[src/rtl/serializer_arbiter.sv]
// Round-robin arbiter feeding one shared serializer from NUM_REQ requesters.
// Optional offer timeout: define SER_ARB_TIMEOUT_EN.
module serializer_arbiter #(
  parameter int NUM_REQ        = 4,
  parameter int DATA_WIDTH     = 8,
  parameter int TIMEOUT_CYCLES = 64,
  localparam int ID_W          = $clog2(NUM_REQ)
) (
  input  logic                          clk_i,
  input  logic                          rst_n_i,
  input  logic [NUM_REQ*DATA_WIDTH-1:0] req_data_i,
  input  logic [NUM_REQ-1:0]            req_valid_i,
  output logic [NUM_REQ-1:0]            req_ready_o,
  output logic [DATA_WIDTH-1:0]         ser_data_o,
  output logic                          ser_valid_o,
  input  logic                          ser_ready_i,
  output logic [ID_W-1:0]               grant_id_o,
  output logic                          busy_o,
  output logic [15:0]                   tx_count_o,
  output logic                          timeout_o
);

  typedef enum logic {
    IDLE  = 1'b0,
    OFFER = 1'b1
  } state_t;

  state_t                state;
  state_t                state_nxt;
  logic [ID_W-1:0]       last_grant;
  logic [ID_W-1:0]       winner;
  logic [ID_W-1:0]       pos;
  logic                  found;
  logic [DATA_WIDTH-1:0] win_data;
  logic                  xfer;
  logic                  expire;

  // search begins one past the last grant and wraps
  always_comb begin
    found  = 1'b0;
    winner = '0;
    pos    = '0;
    for (int i = 1; i <= NUM_REQ; i++) begin
      pos = ID_W'((int'(last_grant) + i) % NUM_REQ);
      if (!found && req_valid_i[pos]) begin
        found  = 1'b1;
        winner = pos;
      end
    end
  end

  always_comb begin
    win_data = '0;
    for (int k = 0; k < NUM_REQ; k++) begin
      if (winner == ID_W'(k)) begin
        win_data = req_data_i[k*DATA_WIDTH +: DATA_WIDTH];
      end
    end
  end

  assign xfer = (state == OFFER) && ser_ready_i;

  always_ff @(posedge clk_i or negedge rst_n_i) begin
    if (!rst_n_i) begin
      state <= IDLE;
    end else begin
      state <= state_nxt;
    end
  end

  always_comb begin
    state_nxt = state;
    unique case (state)
      IDLE: begin
        if (found) state_nxt = OFFER;
      end
      OFFER: begin
        if (xfer || expire) state_nxt = IDLE;
      end
      default: state_nxt = IDLE;
    endcase
  end

  always_comb begin
    req_ready_o = '0;
    ser_valid_o = 1'b0;
    busy_o      = 1'b0;
    unique case (state)
      IDLE: begin
        if (found && rst_n_i) req_ready_o[winner] = 1'b1;
      end
      OFFER: begin
        ser_valid_o = 1'b1;
        busy_o      = 1'b1;
      end
      default: ;
    endcase
  end

  always_ff @(posedge clk_i or negedge rst_n_i) begin
    if (!rst_n_i) begin
      ser_data_o <= '0;
      grant_id_o <= '0;
      last_grant <= ID_W'(NUM_REQ - 1);
      tx_count_o <= '0;
    end else begin
      if (state == IDLE && found) begin
        ser_data_o <= win_data;
        grant_id_o <= winner;
        last_grant <= winner;
      end
      if (xfer) tx_count_o <= tx_count_o + 16'd1;
    end
  end

`ifdef SER_ARB_TIMEOUT_EN
  localparam int CNT_W = $clog2(TIMEOUT_CYCLES);

  logic [CNT_W-1:0] wait_cnt;
  logic             timeout_q;

  // a transfer on the last allowed cycle beats the drop
  assign expire = (state == OFFER) && !ser_ready_i &&
                  (wait_cnt == CNT_W'(TIMEOUT_CYCLES - 1));

  always_ff @(posedge clk_i or negedge rst_n_i) begin
    if (!rst_n_i) begin
      wait_cnt  <= '0;
      timeout_q <= 1'b0;
    end else begin
      timeout_q <= expire;
      if (state == IDLE) begin
        wait_cnt <= '0;
      end else if (!ser_ready_i) begin
        wait_cnt <= wait_cnt + 1'b1;
      end
    end
  end

  assign timeout_o = timeout_q;
`else
  assign expire    = 1'b0;
  assign timeout_o = 1'b0;
`endif

endmodule

[config.mk]
export PLATFORM = sky130hd
export DESIGN_NAME = serializer_arbiter
export DESIGN_NICKNAME = d
export VERILOG_FILES = /design/src/rtl/serializer_arbiter.sv
export SDC_FILE = /design/constraint.sdc
export NUM_CORES = 1
export LEC_CHECK = 0
export ABC_AREA = 1
export CORE_ASPECT_RATIO = 0.75
export CORE_UTILIZATION = 47
export DETAILED_ROUTE_END_ITERATION = 7
export GPL_TIMING_DRIVEN = 0
export PLACE_DENSITY = 0.85
export SYNTH_ARGS = -nofsm -noshare
export SYNTH_HDL_FRONTEND = slang
export SYNTH_SLANG_ARGS = --single-unit
[constraint.sdc]
create_clock -name clk_i -period 5.4 [get_ports clk_i]
set_input_delay 0.54 -clock clk_i [delete_from_list [all_inputs] [get_ports clk_i]]
set_output_delay 0.54 -clock clk_i [all_outputs]
set_load 0.02 [all_outputs]
==> results by group <==
Detailed routing
  – Vias: about 1.9k
  – Initial DRT Pass Iterations: 4
  – Final ANT Viol Nets: 0
  – Total Wirelength: roughly 4500 um
  – Routed len/inst: 12.1 um
  – Via/cell ratio: 4.97
  – Drt drc: 0
  – DRT iter0 DRCs: 58

Global routing
  – Vias in the first global route: 1,765
  – Initial antenna violation count: 0
  – GRT Residual Overflow: 0
  – First-pass GRT wire length: 7640 um
  – Largest net degree at the start of global routing: 31
  – Gr usage total: 0.239

Clock tree
  – # hold bufs at CTS: 0
  – Worst-skew pair later-pin latency: 0.28 ns
  – Num CTS Buffers: 5
  – Cts repair resizes: 0
  – CTS Buffer Depth: 2
  – CTS tree: built
  – Root buffer cell: clkbuf_8
  – Post-CTS Setup Inserts: 0
  – H-tree depth: 2
  – Clock Sink Count: 29
  – Worst-path clk slew: 0.07 ns

Power
  – Static Leak: ~0.0013 uW
  – Total power divided by cell area: ~670 mW/mm2
  – Worst IR Drop VDD: between 0.4 and 0.5 mV

Floorplan
  – Die H: 56.4 um
  – I/O pins: 72
  – Core Area: ~0.0037 mm2
  – Die width: 74.5 um
  – Die area: 0.00420 mm2
  – Starting Density: 0.499
  – FP Rows: 19

Timing
  – RSZ-0062 raised after global routing: false
  – Final Setup Violations: 0
  – Final period util: 0.656
  – Setup TNS: 0 ns
  – Highest clock rate: 282 MHz
  – Setup Skew: around 0.0023 ns
  – Worst-Margin Slew: 0.661 ns
  – Max-slew violations: 0
  – Slew margin rel.: 0.559
  – Hold Vio Cnt, Final: 0
  – Clock period minus worst slack: about 3.5 ns

Setup path
  – WP data required: 4.86 ns
  – WS Path Type: in2out
  – Worst r2r path cells: 12
  – Setup crit start kind: primary input
  – Crit-path cells: clkdlybuf4s50_1 > inv_1 > nand2_1 > nand2_1 > o21ai_1 > nand3b_1 > nand2_2 > inv_1 > nand2_1 > nor3_1 > clkdlybuf4s50_1
  – Crit. path cell count: 11
  – Biggest cell delay along the critical path: 0.64 ns
  – Crit path max fanout: 9
  – Top delay family on crit path: buffers and inverters
  – Critical Path End Type: output port
  – Crit-path most repeated cell: nand2_1
  – CP max stage cell: clkdlybuf4s50_1
  – Critical path arrival: approximately 3.0 ns
  – CP Buf/Inv Count: 4
  – R2R Setup Slk: 3.19 ns

Synth
  – #FFs+latches synth: 29
  – Sequential-to-total area share from yosys stat: 0.393
  – Mapped Cells: 243
  – Mapped Nets: 283
  – EDFF count, synth: 0
  – Mean Syn Cell Area: approximately 7.6 um2
  – Top FF cell, synth: dfrtp_1
  – Synthesized cell area: 0.00185 mm2
  – Post-synthesis async set-or-reset flop share: 1.00
  – Synth cell types: 33
  – YS warnings: 0

Worst hold path
  – Hold WC Path Type: in2async

Layout
  – N_diodes: 0
  – # nets final: 360
  – Area grow syn2layout: 45.7%
  – Util after Layout: 0.728
  – Proportion of layout cells with a drive suffix above 1: 0.131

Placement
  – Port Buffers: 70
  – Placer congestion estimate: 0.837
  – Hpwl dp: ~3500 um

Run status
  – Status: finished, final reports clean

Run
  – Max-Cap Viols: 0
[metal layers]
| metal | track usage | share of wire | vias to the layer above |
|---|---|---|---|
| li1 | - | - | 934 |
| met1 | 0.302 | 0.44 | 844 |
| met2 | 0.384 | 0.47 | 73 |
| met3 | 0.0844 | 0.075 | 4 |
| met4 | 0.0701 | 0.0080 | 0 |
| met5 | 0 | 0 | - |
[layout by cell type, fill, tap and decap left out, types with 6 or more instances in the layout]
master	Yosys	routed
clkdlybuf4s50_1	0	69
o21ai_0	7	7
inv_1	26	26
nand3_1	31	31
nand2_1	67	67
xor2_1	7	7
nand2_2	6	6
dfrtp_1	27	27
nor2_1	15	15
nand4_1	9	9
[sequential cells by signal, summed over array words and instances (netlist names)]
| register | count |
|---|---|
| tx_count_o | 16 |
| last_grant | 2 |
| grant_id_o | 2 |
| state | 1 |
| ser_data_o | 8 |
[report_power, final]
group          internal, uW  total [uW]  leakage (uW)  switching, uW
registers               306         365      0.000354           59.7
clock network          88.7         176     0.0000439           87.6
logic                   502        1270      0.000920            766
total                   896        1810       0.00132            913
[path summary, 6_finish.rpt]
check                                from        endpoint
min in group clk_i          grant_id_o[1]   grant_id_o[1]
max reg2reg                 last_grant[0]   ser_data_o[7]
min                               rst_n_i   tx_count_o[0]
max                        req_valid_i[2]  req_ready_o[0]
min reg2reg                 grant_id_o[1]   grant_id_o[1]
max in group asynchronous         rst_n_i   ser_data_o[7]
[layout make-up]
class | instances | area (um2)
Sequential cell | 29 | 728
Tap cell | 52 | 65.1
Multi-Input combinational cell | 177 | 945
Timing Repair Buffer | 70 | 696
Buffer | 7 | 61.3
Inverter | 30 | 118
Clock inverter | 3 | 17.5
Clock buffer | 5 | 68.8
Fill cell | 303 | 1010
[synthesized netlist by cell type, types with 2 or more instances]
| master | n | area share |
|---|---|---|
| dfstp_2 | 2 | 0.028 |
| o21ai_1 | 5 | 0.014 |
| nand4_1 | 9 | 0.030 |
| nor2_2 | 2 | 0.0068 |
| o21ai_0 | 7 | 0.019 |
| nand3_1 | 31 | 0.084 |
| nor2_4 | 2 | 0.012 |
| nand2_2 | 6 | 0.020 |
| nand3_2 | 2 | 0.011 |
| nand2_4 | 3 | 0.018 |
| xnor2_1 | 4 | 0.019 |
| xor2_1 | 7 | 0.033 |
| nor3_1 | 5 | 0.014 |
| dfrtp_1 | 27 | 0.36 |
| inv_1 | 26 | 0.053 |
| buf_4 | 3 | 0.012 |
| a21oi_1 | 2 | 0.0054 |
| nand2_1 | 67 | 0.14 |
| inv_2 | 3 | 0.0061 |
| buf_6 | 3 | 0.018 |
| nor2_1 | 15 | 0.030 |
[per-stage QoR]
step                      cell area (um2)  std cells  power [uW]  setup slack (ns)  hold WS (ns)
after floorplan                      1850        243        1270              2.83         0.244
after global placement               2620        365        1600              1.63         0.460
after detailed placement             2620        365        1630              1.65         0.469
after CTS                            2700        373        1820              1.64         0.487
after global routing                 2700        373        1970              1.63         0.339
final                                2700        373        1810              1.86         0.285
[logic make-up (layout without fill, tap and decap cells)]
| logic type | count (synthesis) | in the layout | share of synthesized area |
|---|---|---|---|
| other cells | 1 | 1 | 0.00203 |
| buf+inv | 37 | 115 | 0.0966 |
| mux | 1 | 1 | 0.00608 |
| compound gates | 17 | 17 | 0.0514 |
| flops | 29 | 29 | 0.393 |
| fa+ha+maj | 1 | 1 | 0.00676 |
| simple gates | 146 | 146 | 0.392 |
| xor+xnor | 11 | 11 | 0.0520 |
No activity file was read; power rests on OpenSTA's default activity.
